==> src/rtl/collision_pkg.sv <==
// Shared limits and invulnerability-counter types for the collision manager.
package collision_pkg;

   localparam int unsigned MAX_PLAYERS = 4;
   localparam int unsigned MAX_ENEMIES = 8;
   localparam int unsigned INV_CNT_W   = 8;

   typedef logic [INV_CNT_W-1:0] inv_cnt_t;

endpackage

==> src/rtl/inv_timer.sv <==
// Per-player invulnerability frame counter: load on hit, count down once per frame.
module inv_timer
   import collision_pkg::*;
#(
   parameter int unsigned INV_FRAMES = 60
) (
   input  logic                 clk,
   input  logic                 resetN,
   input  logic                 tick_i,
   input  logic                 load_i,
   output logic [INV_CNT_W-1:0] cnt_o
);

   inv_cnt_t cnt_q, cnt_d;

   // A load in the same frame tick as a decrement takes priority.
   always_comb begin
      cnt_d = cnt_q;
      if (load_i) begin
         cnt_d = inv_cnt_t'(INV_FRAMES);
      end else if (tick_i && (cnt_q != '0)) begin
         cnt_d = cnt_q - inv_cnt_t'(1);
      end
   end

   always_ff @(posedge clk or negedge resetN) begin
      if (!resetN) begin
         cnt_q <= '0;
      end else begin
         cnt_q <= cnt_d;
      end
   end

   assign cnt_o = cnt_q;

endmodule

==> src/rtl/collision_manager.sv <==
// Frame-level collision detection between players, enemies, bombs, blasts and scenery.
// Define FRIENDLY_FIRE_EN to let a player's own blast hit that player.
module collision_manager
   import collision_pkg::*;
#(
   parameter int unsigned NUM_PLAYERS = 2,
   parameter int unsigned NUM_ENEMIES = 3,
   parameter int unsigned INV_FRAMES  = 60
) (
   input  logic                   clk,
   input  logic                   resetN,
   input  logic                   startOfFrame,
   input  logic [NUM_PLAYERS-1:0] dr_player,
   input  logic [NUM_PLAYERS-1:0] dr_bomb,
   input  logic [NUM_PLAYERS-1:0] dr_blast,
   input  logic [NUM_ENEMIES-1:0] dr_enemy,
   input  logic                   dr_columns,
   input  logic                   dr_wall,
   input  logic                   dr_spikes,
   input  logic                   dr_door,
   input  logic                   dr_powerup,
   output logic [NUM_PLAYERS-1:0] player_block,
   output logic [NUM_ENEMIES-1:0] enemy_block,
   output logic [NUM_PLAYERS-1:0] hit_pulse,
   output logic [NUM_PLAYERS-1:0] powerup_pulse,
   output logic [NUM_ENEMIES-1:0] kill_pulse,
   output logic                   door_pulse,
   output logic [NUM_PLAYERS-1:0] player_invulnerable,
   output logic                   blast_wall_pix
);

   logic any_bomb, any_blast, any_enemy, any_player;
   logic other_bomb, other_blast, blast_hits;

   logic [NUM_PLAYERS-1:0] pblock_pix, hit_pix, pwr_pix;
   logic [NUM_ENEMIES-1:0] eblock_pix, kill_pix;
   logic                   door_pix;

   logic [NUM_PLAYERS-1:0] acc_pblock_q, acc_pblock_d;
   logic [NUM_PLAYERS-1:0] acc_hit_q, acc_hit_d;
   logic [NUM_PLAYERS-1:0] acc_pwr_q, acc_pwr_d;
   logic [NUM_ENEMIES-1:0] acc_eblock_q, acc_eblock_d;
   logic [NUM_ENEMIES-1:0] acc_kill_q, acc_kill_d;
   logic                   acc_door_q, acc_door_d;

   logic [NUM_PLAYERS-1:0] player_block_q, player_block_d;
   logic [NUM_ENEMIES-1:0] enemy_block_q, enemy_block_d;
   logic [NUM_PLAYERS-1:0] hit_pulse_q, hit_pulse_d;
   logic [NUM_PLAYERS-1:0] powerup_pulse_q, powerup_pulse_d;
   logic [NUM_ENEMIES-1:0] kill_pulse_q, kill_pulse_d;
   logic                   door_pulse_q, door_pulse_d;

   logic [INV_CNT_W-1:0]   inv_cnt [NUM_PLAYERS];
   logic [NUM_PLAYERS-1:0] inv_active;

   // Per-pixel collision conditions.
   always_comb begin
      any_bomb    = |dr_bomb;
      any_blast   = |dr_blast;
      any_enemy   = |dr_enemy;
      any_player  = |dr_player;
      other_bomb  = 1'b0;
      other_blast = 1'b0;
      blast_hits  = 1'b0;
      pblock_pix  = '0;
      hit_pix     = '0;
      pwr_pix     = '0;
      for (int unsigned p = 0; p < NUM_PLAYERS; p++) begin
         other_bomb  = 1'b0;
         other_blast = 1'b0;
         for (int unsigned q = 0; q < NUM_PLAYERS; q++) begin
            if (q != p) begin
               other_bomb  = other_bomb | dr_bomb[q];
               other_blast = other_blast | dr_blast[q];
            end
         end
`ifdef FRIENDLY_FIRE_EN
         blast_hits = other_blast | dr_blast[p];
`else
         blast_hits = other_blast;
`endif
         pblock_pix[p] = dr_player[p] & (dr_columns | dr_wall | other_bomb);
         hit_pix[p]    = dr_player[p] & (blast_hits | any_enemy | dr_spikes);
         pwr_pix[p]    = dr_player[p] & dr_powerup;
      end
      eblock_pix = dr_enemy & {NUM_ENEMIES{dr_columns | dr_wall | any_bomb}};
      kill_pix   = dr_enemy & {NUM_ENEMIES{any_blast}};
      door_pix   = any_player & dr_door & ~dr_wall;
   end

   assign blast_wall_pix = any_blast & dr_wall & ~dr_columns;

   // On startOfFrame the accumulators restart from the current pixel, so that
   // cycle belongs to the new frame, while the old contents go to the outputs.
   always_comb begin
      player_block_d  = player_block_q;
      enemy_block_d   = enemy_block_q;
      hit_pulse_d     = '0;
      powerup_pulse_d = '0;
      kill_pulse_d    = '0;
      door_pulse_d    = 1'b0;
      acc_pblock_d    = acc_pblock_q | pblock_pix;
      acc_hit_d       = acc_hit_q | hit_pix;
      acc_pwr_d       = acc_pwr_q | pwr_pix;
      acc_eblock_d    = acc_eblock_q | eblock_pix;
      acc_kill_d      = acc_kill_q | kill_pix;
      acc_door_d      = acc_door_q | door_pix;
      if (startOfFrame) begin
         player_block_d  = acc_pblock_q;
         enemy_block_d   = acc_eblock_q;
         hit_pulse_d     = acc_hit_q & ~inv_active;
         powerup_pulse_d = acc_pwr_q;
         kill_pulse_d    = acc_kill_q;
         door_pulse_d    = acc_door_q;
         acc_pblock_d    = pblock_pix;
         acc_hit_d       = hit_pix;
         acc_pwr_d       = pwr_pix;
         acc_eblock_d    = eblock_pix;
         acc_kill_d      = kill_pix;
         acc_door_d      = door_pix;
      end
   end

   always_ff @(posedge clk or negedge resetN) begin
      if (!resetN) begin
         acc_pblock_q    <= '0;
         acc_hit_q       <= '0;
         acc_pwr_q       <= '0;
         acc_eblock_q    <= '0;
         acc_kill_q      <= '0;
         acc_door_q      <= 1'b0;
         player_block_q  <= '0;
         enemy_block_q   <= '0;
         hit_pulse_q     <= '0;
         powerup_pulse_q <= '0;
         kill_pulse_q    <= '0;
         door_pulse_q    <= 1'b0;
      end else begin
         acc_pblock_q    <= acc_pblock_d;
         acc_hit_q       <= acc_hit_d;
         acc_pwr_q       <= acc_pwr_d;
         acc_eblock_q    <= acc_eblock_d;
         acc_kill_q      <= acc_kill_d;
         acc_door_q      <= acc_door_d;
         player_block_q  <= player_block_d;
         enemy_block_q   <= enemy_block_d;
         hit_pulse_q     <= hit_pulse_d;
         powerup_pulse_q <= powerup_pulse_d;
         kill_pulse_q    <= kill_pulse_d;
         door_pulse_q    <= door_pulse_d;
      end
   end

   // The counter loads on the same edge that raises hit_pulse.
   for (genvar p = 0; p < NUM_PLAYERS; p++) begin : g_inv
      inv_timer #(
         .INV_FRAMES(INV_FRAMES)
      ) u_inv_timer (
         .clk   (clk),
         .resetN(resetN),
         .tick_i(startOfFrame),
         .load_i(hit_pulse_d[p]),
         .cnt_o (inv_cnt[p])
      );
      assign inv_active[p] = (inv_cnt[p] != '0);
   end

   assign player_block        = player_block_q;
   assign enemy_block         = enemy_block_q;
   assign hit_pulse           = hit_pulse_q;
   assign powerup_pulse       = powerup_pulse_q;
   assign kill_pulse          = kill_pulse_q;
   assign door_pulse          = door_pulse_q;
   assign player_invulnerable = inv_active;

endmodule

==> config.mk <==
export PLATFORM = sky130hd
export DESIGN_NAME = collision_manager
export DESIGN_NICKNAME = d
export VERILOG_FILES = /design/src/rtl/collision_pkg.sv /design/src/rtl/inv_timer.sv /design/src/rtl/collision_manager.sv
export SDC_FILE = /design/constraint.sdc
export NUM_CORES = 1
export LEC_CHECK = 0
export ABC_AREA = 1
export CAP_MARGIN = 40
export CORE_MARGIN = 3
export CORE_UTILIZATION = 52
export CTS_CLUSTER_SIZE = 28
export DETAILED_ROUTE_END_ITERATION = 8
export PLACE_DENSITY = 0.78
export SLEW_MARGIN = 20
export SYNTH_ARGS = -nofsm -noshare
export SYNTH_HDL_FRONTEND = slang
export SYNTH_SLANG_ARGS = --single-unit
==> constraint.sdc <==
create_clock -name clk -period 1.8 [get_ports clk]
set_input_delay 0.27 -clock clk [delete_from_list [all_inputs] [get_ports clk]]
set_output_delay 0.27 -clock clk [all_outputs]
set_load 0.02 [all_outputs]
Yosys cells after proc, flatten, opt, wreduce, memory -nomap -nowiden
Cells that the tools add are included.
Widths: inputs -> output; s select.
{"block": "word_totals", "ff_bits": 42, "latch_bits": 0, "ramBits": 0, "mem_bits_ro": 0, "input_bits": 17, "output_inout_bits": 16, "wordCells": 70, "n_memories": 0}
{"block": "op_classes", "add_sub_neg": 2, "n_mul": 0, "div": 0, "magnitude_cmp": 0, "n_eq_ne": 0, "shift": 0, "muxes": 14, "n_bitwise": 30, "n_reduce_logical": 10}
{"op": "$mux 8", "count": 4}
{"op": "$reduce_bool 8->1", "count": 2}
{"op": "$sub 8x1->8 const B", "count": 2}
{"op": "$and 1x1->1", "count": 10}
{"op": "$mux 2", "count": 5}
{"op": "$mux 3", "count": 3}
{"op": "$or 1x1->1", "count": 9}
{"op": "$and 3x3->3", "count": 2}
{"op": "$or 2x2->2", "count": 3}
{"op": "$or 3x3->3", "count": 2}
{"op": "$reduce_or 2->1", "count": 3}
{"op": "$reduce_bool 2->1", "count": 2}
{"op": "$reduce_or 3->1", "count": 1}
{"op": "$and 2x2->2", "count": 1}
{"op": "$logic_and 1x1->1", "count": 2}
{"op": "$mux 1", "count": 2}
{"op": "$not 1->1", "count": 2}
{"op": "$not 2->2", "count": 1}

Depth between registers and ports, before layout
Gate-level depths: netlist (run 1).
{"block": "depth", "word_depth": 6, "mapped_depth": 9, "depth_no_buf": 9}

Hierarchy
From an unflattened synthesis (run 1), not the netlist that was laid out.
{"block": "hier_totals", "cells_unflattened": 256, "area_unflattened_um2": 2072.0}
{"module": "collision_manager", "n_inst": 1, "cells_each": 124, "area_per_inst_um2": 1051.0}
{"module": "inv_timer", "n_inst": 2, "cells_each": 66, "area_per_inst_um2": 510.5}

Worst setup path after synthesis (run 1)
OpenSTA, ideal clock, no wires.
{"block": "synth_path", "path_type": "reg-to-reg", "start": "register g_inv[1].u_inv_timer.cnt_q[0]", "end": "register g_inv[1].u_inv_timer.cnt_q[2]", "setup_ns": 0.117, "arrival_time_ns": 1.235, "required_time_ns": 1.683, "setup_slack_ns": 0.448, "path_stages_with_launch": 8, "n_path_buf": 0, "period_less_slack_ns": 1.352, "cell_sequence": "dfrtp_1 -> inv_1 -> ha_1 -> nand2_2 -> o21ai_4 -> nand2_2 -> nand2_1 -> nand2_1"}
{"block": "synth_between", "elab_chain_len": 5}
{"element": "from (decl)", "line_no": "inv_timer.sv:14", "source": "inv_cnt_t cnt_q, cnt_d;"}
{"element": "from (signal assigned)", "line_no": "inv_timer.sv:30", "source": "cnt_q <= cnt_d;"}
{"element": "parallel branches: the longest is 5 deep, another holds $sub 8x1->8"}
Several ways; the timed one is not identified. The select of a mux whose other input is x is not followed.
A chain may end at the register's enable or synchronous reset.

Worst setup path in the final report (run 1)
{"block": "layout_path", "start": "register g_inv[1].u_inv_timer.cnt_q[0]", "end": "output port player_invulnerable[1]"}
{"block": "layout_between", "elab_chain_len": 1}
{"element": "$reduce_bool 8->1", "line_no": "collision_manager.sv:165", "source": "assign inv_active[p] = (inv_cnt[p] != '0);"}
{"element": "to (decl)", "line_no": "collision_manager.sv:28", "source": "output logic [NUM_PLAYERS-1:0] player_invulnerable,"}
No other way between the ends.

==> results of run 1 <==
state kept, by name, indices dropped and copies added, names as in the netlist, 2 cells and up:
name and count:
g_inv.u_inv_timer.cnt_o 16, acc_eblock_q 3, acc_kill_q 3, enemy_block 3
kill_pulse 3, acc_hit_q 2, acc_pblock_q 2, acc_pwr_q 2
hit_pulse 2, player_block 2, powerup_pulse 2
final timing paths:
path                                                     from                             to  slack, ns  cells past startpoint
worst max-delay path            g_inv[1].u_inv_timer.cnt_o[0]         player_invulnerable[1]       0.14                      6
worst min-delay path                                   resetN                   acc_pwr_q[0]       0.02                      2
worst max register to register  g_inv[1].u_inv_timer.cnt_o[0]  g_inv[1].u_inv_timer.cnt_o[3]       0.26                      8
worst min register to register                     acc_door_q                     door_pulse       0.47                      2
max in group asynchronous                              resetN  g_inv[1].u_inv_timer.cnt_o[3]       1.42                      2
min in group clk                                   acc_door_q                     door_pulse       0.47                      2
cell usage in the layout (no fill, tap or decap):
cell / instances
nand2_1: 93
dfrtp_1: 42
inv_1: 29
clkdlybuf4s50_1: 28
nand3_1: 22
nor2_1: 18
buf_4: 14
o21ai_0: 11
clkbuf_8: 6
nand2_2: 5
nor2_2: 4
xor2_1: 3
a22o_1: 2
nand4_1: 2
o21ai_1: 2
nand2_4: 2
ha_1: 2
bufinv_16: 2
buf_2: 2
or2_2: 1
nor3_1: 1
o31ai_1: 1
o21ai_4: 1
nand3_2: 1
xnor2_1: 1
o21bai_1: 1
nand3b_1: 1
dlygate4sd2_1: 1
clkbuf_2: 1
per-layer routing:
metal  wire length, um  up-vias  share of wire
met1              1840      813           0.45
li1                  -      870              -
met4                82        0          0.020
met5                 0        -              0
met2              2100       20           0.51
met3               100        7          0.024
timing repair:
action / CTS / global route
gates resized for setup: 5 / 5
endpoints found under the setup margin: 3 / 2
cloned: 0 / 0
final cells by class:
cell class	count	area share
clock inverters	2	0.0232
clock buffers	6	0.0319
flip-flops and latches	42	0.406
well taps	46	0.0222
multi-input cells	174	0.317
repair buffers	46	0.158
inverters	29	0.0420
power by group through the flow:
| stage | combinational (uW) | clock, uW | sequential (uW) |
|---|---|---|---|
| after floorplan | 613 | 0 | 1310 |
| after global placement | 894 | 0 | 1310 |
| after detailed placement | 925 | 0 | 1310 |
| after CTS | 934 | 943 | 1300 |
| after global routing | 1080 | 982 | 1340 |
| final | 929 | 924 | 1300 |
per-stage QoR:
step / util / std cells / power, uW / setup slack, ns
after floorplan: - / 249 / 1920 / 0.448
after global placement: 0.697 / 337 / 2200 / -0.0439
after detailed placement: 0.697 / 337 / 2240 / -0.0678
after CTS: 0.737 / 345 / 3170 / 0.0155
after global routing: 0.736 / 345 / 3400 / 0.0187
final: 0.736 / 345 / 3150 / 0.139
cells by family (layout without fill, tap and decap cells):
family,count (synthesis),after routing,share of synthesized area
AND/OR/NAND/NOR,150,150,0.321
XOR/XNOR,4,4,0.0175
AO/OA/AOI/OAI,18,18,0.0569
flip-flops,42,42,0.525
adder cells (fa/ha/maj),2,2,0.0125
buffers and inverters,33,83,0.0675
==> summary.md, run 1 <==
| Metric | Value |
|---|---|
| Final period util | `0.923` |
| Worst EP required | `1.53 ns` |
| Synth Cell Area | `2000 um^2` |
| Worst skew pair latency | `0.30 ns` |
| Hold Path Class | `input port to async pin` |
| Post-place instance area | `2450 um^2` |
| Total congestion overflow | `0` |
| CP max FO | `3` |
| Post-synth top area share | `0.525` |
| Avg WL per Cell | `12.0 um` |
| VDD IR-drop max | `0.000826 V` |
| Max Cap Viol | `0` |
| Ys async rst share | `1.00` |
| YS warnings | `0` |
| Initial Util | `0.569` |
| Final setup viols | `0` |
| Nets | `317` |
| Flop pwr share | `0.413` |
| Avg Vias per Cell | `4.96` |
| CTS root buf | `clkbuf_8` |
| Count of input and output buffers | `32` |
| ANT nets after route | `0` |
| Worst Tran Pin Value | `0.517 ns` |
| Crit start category | `flip-flop` |
| Cells after synthesis | `249` |
| Post-synth top flop | `dfrtp_1` |
| Kind of critical path | `flip-flop to primary output` |
| Sw frac | `0.329` |
| Total CTS buffers | `5` |
| Grt met1 use | `0.252` |
| Slew Limit Headroom | `0.656` |
| PD cells | `1220 nW/um^2` |
| Setup bufs post-CTS | `0` |
| CTS tree | `done` |
| Number of global-route vias before repair | `1723` |
| Num Clock Sinks | `42` |
| Area overhead of the layout relative to synthesis | `29.4%` |
| Initial antenna violation count | `0` |
| Met2 usage | `0.385` |
| # IOs | `33` |
| Clock power frac | `0.293` |
| Seq/Total Area, Yosys | `0.525` |
| CP cell instances | `inv_1, ha_1, inv_1, nor2_2, nand2_1, buf_2` |
| Clock H-tree levels | `2` |
| Final HPWL DP | `2.98 mm` |
| Hold_ws | `0.0183 ns` |
| Internal power | `2120 uW` |
| Clk_skew | `0.00741 ns` |
| Die X | `68.0 um` |
| Crit-path leading delay family | `flip-flops` |
| M3 GR Usage | `0.0411` |
| Synth area leaders | `dfrtp_1 53%, nand2_1 17%, nand3_1 5.5%` |
| Fin. Hold Viols | `0` |
| Slew Viols, Final | `0` |
| Run status | `completed` |
| Largest net degree at the start of global routing | `43` |
| GRT Util Overall | `0.218` |
| Commonest cells in the netlist | `93 x nand2_1, 42 x dfrtp_1, 29 x inv_1` |
| WP data arrival | `1.39 ns` |
| First-pass GRT wire length | `7.47 mm` |
| Multi-input logic area | `821 um^2` |
| RSZ-0062 raised after global routing | `false` |
| Cell taking the most area after synthesis | `dfrtp_1` |
| Die area | `4630 um^2` |
| Sequential cell area | `1050 um^2` |
| First drt pass iteration count | `4` |
| DRT iter0 DRCs | `130` |
| Core area | `3520 um^2` |
| Clock transition at the registers of the reported paths | `0.08 ns` |
| Syn Area/Cell | `8.04 um^2` |
| Number of synthesized flops with an enable pin | `0` |
| Residual DRC count | `0` |
| Ant diodes | `0` |
| Max frequency | `0.602 GHz` |
| GR peak layer | `met2` |
| Via count | `1710` |
| Cts hold-fix bufs | `0` |
| Pleak | `0.00136 uW` |
| Combinational share of power | `0.294` |
| Most used cell, CP | `inv_1` |
| Synth Net Count | `268` |
| Most frequent cell after synthesis | `nand2_1` |
| DRT Wirelength | `4.13 mm` |
| Yosys cell types | `24` |
| Final RePlAce weighted congestion | `0.839` |
| Final Cell Area | `2590 um^2` |
| Max incr delay on CP | `0.40 ns` |
| Layout cells sized above 1 | `0.130` |
| Die Y | `68.0 um` |
| Filler cells | `291` |
| Setup TNS | `0 ns` |
| Flops & latches, synth | `42` |
| WP buf/inv | `3` |
| Clock buffer depth | `2` |
| Rows | `21` |
| Period minus WS final | `1.66 ns` |
| Slowest cell on the critical path | `dfrtp_1` |
| Worst setup EP type | `primary output` |
| P_sw | `1040 uW` |
(Power assumes the default switching activity.)
==> inputs of run 2 (changes only) <==
- CORE_UTILIZATION: 52 -> 57
- PLACE_DENSITY: 0.78 -> 0.84
- SYNTH_HIERARCHICAL: not set -> 1
- clock period: 1.8 -> 2.04 ns (I/O delays scaled with it)
==> run 2 against run 1 <==
Net effect: via count rose by 1.7%; core utilization grew 0.80 points; final area decreased by 1.9%; sequential share of layout area is 0.85 points higher; die area down 5.1%; hold slack gained 0.36 ns; register-to-register slack gained 0.30 ns; clock power is 54% lower; sequential power shrank 3%; non-clock buffer count shrank 8; clock skew fell by 0.0034 ns; area after synthesis grew 3.5%.
==> summary.md, run 2 <==
| Metric | Value |
|---|---|
| Cell taking the most area after synthesis | `dfrtp_1 (unchanged)` |
| Hold_ws | `0.377 ns (was 0.0183 ns)` |
| Ys async rst share | `1.00 (unchanged)` |
| Clk_skew | `0.00398 ns (was 0.00741 ns)` |
| Slew Viols, Final | `0 (unchanged)` |
| Worst setup EP type | `primary output (unchanged)` |
| Die Y | `66.3 um (was 68.0 um)` |
| Kind of critical path | `input port to primary output (was flip-flop to primary output)` |
| YS warnings | `6 (was 0)` |
| Synth Cell Area | `2070 um^2 (was 2000 um^2)` |
| Total congestion overflow | `0 (unchanged)` |
| Critical path launch point | `dr_wall (was g_inv[1].u_inv_timer.cnt_o[0])` |
| Most used cell, CP | `clkdlybuf4s50_1 (was inv_1)` |
| Worst path depth | `4 (was 6)` |
| Fin. Hold Viols | `0 (unchanged)` |
| Largest net degree at the start of global routing | `19 (was 43)` |
| Reg-to-reg endpoint | `g_inv[0].u_inv_timer/cnt_o[1] (was g_inv[1].u_inv_timer.cnt_o[3])` |
| Clock H-tree levels | `2 (unchanged)` |
| Total CTS buffers | `5 (unchanged)` |
| Post-synth top flop | `dfrtp_1 (unchanged)` |
| Crit-path leading delay family | `buffers and inverters (was flip-flops)` |
| Clock buffer depth | `2 (unchanged)` |
| CTS root buf | `clkbuf_4 (was clkbuf_8)` |
| DRT iter0 DRCs | `61 (was 130)` |
| Worst r2r src | `g_inv[0].u_inv_timer/cnt_o[4] (was g_inv[1].u_inv_timer.cnt_o[0])` |
| Setup bufs post-CTS | `0 (unchanged)` |
| P_sw | `1160 uW (was 1040 uW)` |
| Seq/Total Area, Yosys | `0.507 (was 0.525)` |
| Initial antenna violation count | `0 (unchanged)` |
| DRT Wirelength | `4.18 mm (was 4.13 mm)` |
| Largest register FFs | `16 (unchanged)` |
| Max Cap Viol | `0 (unchanged)` |
| Die area | `4390 um^2 (was 4630 um^2)` |
| Avg WL per Cell | `12.1 um (was 12.0 um)` |
| VDD IR-drop max | `0.000771 V (was 0.000826 V)` |
| Layout Utilization | `0.744 (was 0.736)` |
| Commonest cells in the netlist | `94 x nand2_1, 42 x dfrtp_1, 26 x inv_1 (was 93 x nand2_1, 42 x dfrtp_1, 29 x inv_1)` |
| Flops & latches, synth | `42 (unchanged)` |
| Syn Area/Cell | `8.09 um^2 (was 8.04 um^2)` |
| Worst skew pair latency | `0.35 ns (was 0.30 ns)` |
| WP data arrival | `1.66 ns (was 1.39 ns)` |
| Multi-input logic area | `903 um^2 (was 821 um^2)` |
| CP max FO | `3 (unchanged)` |
| PD cells | `1110 nW/um^2 (was 1220 nW/um^2)` |
| Rows | `21 (unchanged)` |
| Number of global-route vias before repair | `1694 (was 1723)` |
| Number of synthesized flops with an enable pin | `0 (unchanged)` |
| Final Cell Area | `2540 um^2 (was 2590 um^2)` |
| Sw frac | `0.410 (was 0.329)` |
| R2R depth | `7 (was 8)` |
| Count of input and output buffers | `32 (unchanged)` |
| # IOs | `33 (unchanged)` |
| Layout cells sized above 1 | `0.0900 (was 0.130)` |
| First drt pass iteration count | `4 (unchanged)` |
| Worst Tran Pin Value | `0.339 ns (was 0.517 ns)` |
| Avg Vias per Cell | `5.03 (was 4.96)` |
| Flop pwr share | `0.444 (was 0.413)` |
| Setup TNS | `0 ns (unchanged)` |
| Total chip power | `2830 uW (was 3150 uW)` |
| Most common cell after layout, fill and taps aside | `nand2_1 (unchanged)` |
| Yosys cell types | `20 (was 24)` |
| Crit start category | `input port (was flip-flop)` |
| Period minus WS final | `1.96 ns` |
| Post-place instance area | `2470 um^2 (was 2450 um^2)` |
| Cells after synthesis | `256 (was 249)` |
| Area overhead of the layout relative to synthesis | `22.6% (was 29.4%)` |
| WP buf/inv | `3 (unchanged)` |
| Synth Net Count | `277 (was 268)` |
| Synth area leaders | `dfrtp_1 51%, nand2_1 17%, inv_1 4.7% (was dfrtp_1 53%, nand2_1 17%, nand3_1 5.5%)` |
| Run status | `completed (unchanged)` |
| Nets | `320 (was 317)` |
| Pleak | `0.00126 uW (was 0.00136 uW)` |
| Ant diodes | `0 (unchanged)` |
| Internal power | `1670 uW (was 2120 uW)` |
| Setup crit end | `blast_wall_pix (was player_invulnerable[1])` |
| First-pass GRT wire length | `7.53 mm (was 7.47 mm)` |
| CP cell instances | `clkdlybuf4s50_1, inv_1, nor3_1, clkdlybuf4s50_1 (was inv_1, ha_1, inv_1, nor2_2, nand2_1, buf_2)` |
| Hold Path Class | `input port to async pin (unchanged)` |
| Clock transition at the registers of the reported paths | `0.12 ns (was 0.08 ns)` |
| Max incr delay on CP | `0.63 ns (was 0.40 ns)` |
| Most frequent cells in the layout | `94 x nand2_1, 41 x dfrtp_1, 30 x clkdlybuf4s50_1 (was 93 x nand2_1, 42 x dfrtp_1, 29 x inv_1)` |
| Num Clock Sinks | `42 (unchanged)` |
| Filler cells | `279 (was 291)` |
| CTS tree | `done (unchanged)` |
| RSZ-0062 raised after global routing | `false (unchanged)` |
| Post-synth top area share | `0.507 (was 0.525)` |
| Initial Util | `0.607 (was 0.569)` |
| Clock power frac | `0.151 (was 0.293)` |
| R2r setup slk | `0.56 ns (was 0.26 ns)` |
| ANT nets after route | `0 (unchanged)` |
| Final period util | `0.962` |
| Combinational share of power | `0.405 (was 0.294)` |
| Most frequent cell after synthesis | `nand2_1 (unchanged)` |
| Max frequency | `0.510 GHz` |
| Final setup viols | `0 (unchanged)` |
| Die X | `66.3 um (was 68.0 um)` |
| Slowest cell on the critical path | `clkdlybuf4s50_1 (was dfrtp_1)` |
| Core area | `3420 um^2 (was 3520 um^2)` |
| Worst EP required | `1.73 ns (was 1.53 ns)` |
| Final RePlAce weighted congestion | `0.902 (was 0.839)` |
| Residual DRC count | `0 (unchanged)` |
| Final HPWL DP | `3.11 mm (was 2.98 mm)` |
| GRT Util Overall | `0.226 (was 0.218)` |
| Via count | `1739 (was 1710)` |
| Sequential cell area | `1050 um^2 (about the same)` |
| Slew Limit Headroom | `0.774 (was 0.656)` |
run 2: changes by cell type in the layout (fill, tap and decap cells not counted), moves of 4 or more:
cell      delta
clkbuf_8     -5
clkbuf_4     +5
nor3_1       +4
buf_4        -9
nand4_1      +6
nor2_1       +7
a21oi_1      +4
o21ai_0      -4
o21ai_1      +4
nand3_1      -7
nor2_4       +6
run 2: metrics by stage:
| stage | setup WS [ns] | cells |
|---|---|---|
| global route | 0.000107 | 346 |
| global placement | 0.0832 | 337 |
| floorplan | 0.344 | 256 |
| finish | 0.0776 | 346 |
| CTS | 0.0476 | 346 |
| detailed placement | 0.0695 | 337 |
run 2: worst register-to-register path, cell delays in order (launching register included):
cell and delay [ns]:
dfrtp_1 0.47, nor2_1 0.18, nand2_1 0.07, nor3_1 0.22, inv_1 0.17, o21ai_1 0.17
nand2_1 0.07, o21ai_1 0.07
run 2: repair_timing:
action                                 4_1_cts  5_1_grt
hold buffers                                 1        0
endpoints found under the hold margin       13        0
gates resized for setup                      0        2
setup endpoints to repair                    0        1
run 2: final cells by class:
| class | count | area share |
|---|---|---|
| well taps | 46 | 0.0227 |
| flip-flops and latches | 42 | 0.414 |
| repair buffers | 38 | 0.144 |
| inverters | 27 | 0.0399 |
| clock buffers | 7 | 0.0217 |
| clock inverters | 1 | 0.00197 |
| multi-input cells | 185 | 0.356 |
run 2: per-layer routing:
metal,share of wire,GRT usage,vias up
met5,0,0,-
met4,0.018,0.0838,0
met3,0.042,0.0459,7
met2,0.45,0.342,35
met1,0.49,0.319,804
li1,-,-,893
run 2: kinds of logic (layout without fill, tap and decap cells):
group,Yosys count,in the layout,share of synthesized area
xor gates and xnor gates,4,4,0.0169
adders and majority gates,4,4,0.0242
DFF,42,42,0.507
and+or+nand+nor,159,159,0.350
AOI/OAI and AO/OA,18,18,0.0453
buffers and inverters,29,73,0.0568
run 2: worst min-delay path by stage:
stage | startpoint | end | cells past startpoint
after floorplan | resetN | acc_door_q | 0
after global placement | resetN | g_inv[0].u_inv_timer/cnt_o[5] | 1
after detailed placement | resetN | g_inv[0].u_inv_timer/cnt_o[5] | 1
after CTS | resetN | g_inv[0].u_inv_timer/cnt_o[5] | 2
after global routing | resetN | g_inv[0].u_inv_timer/cnt_o[2] | 2
final | resetN | kill_pulse[2] | 2
run 2: power groups by stage:
stage / registers, uW / clock network (uW) / logic (uW)
3_5_place_dp: 1260 / 0 / 1160
4_1_cts: 1250 / 442 / 1160
2_1_floorplan: 1240 / 0 / 864
6_report: 1260 / 427 / 1150
3_3_place_gp: 1260 / 0 / 1110
5_1_grt: 1280 / 472 / 1340
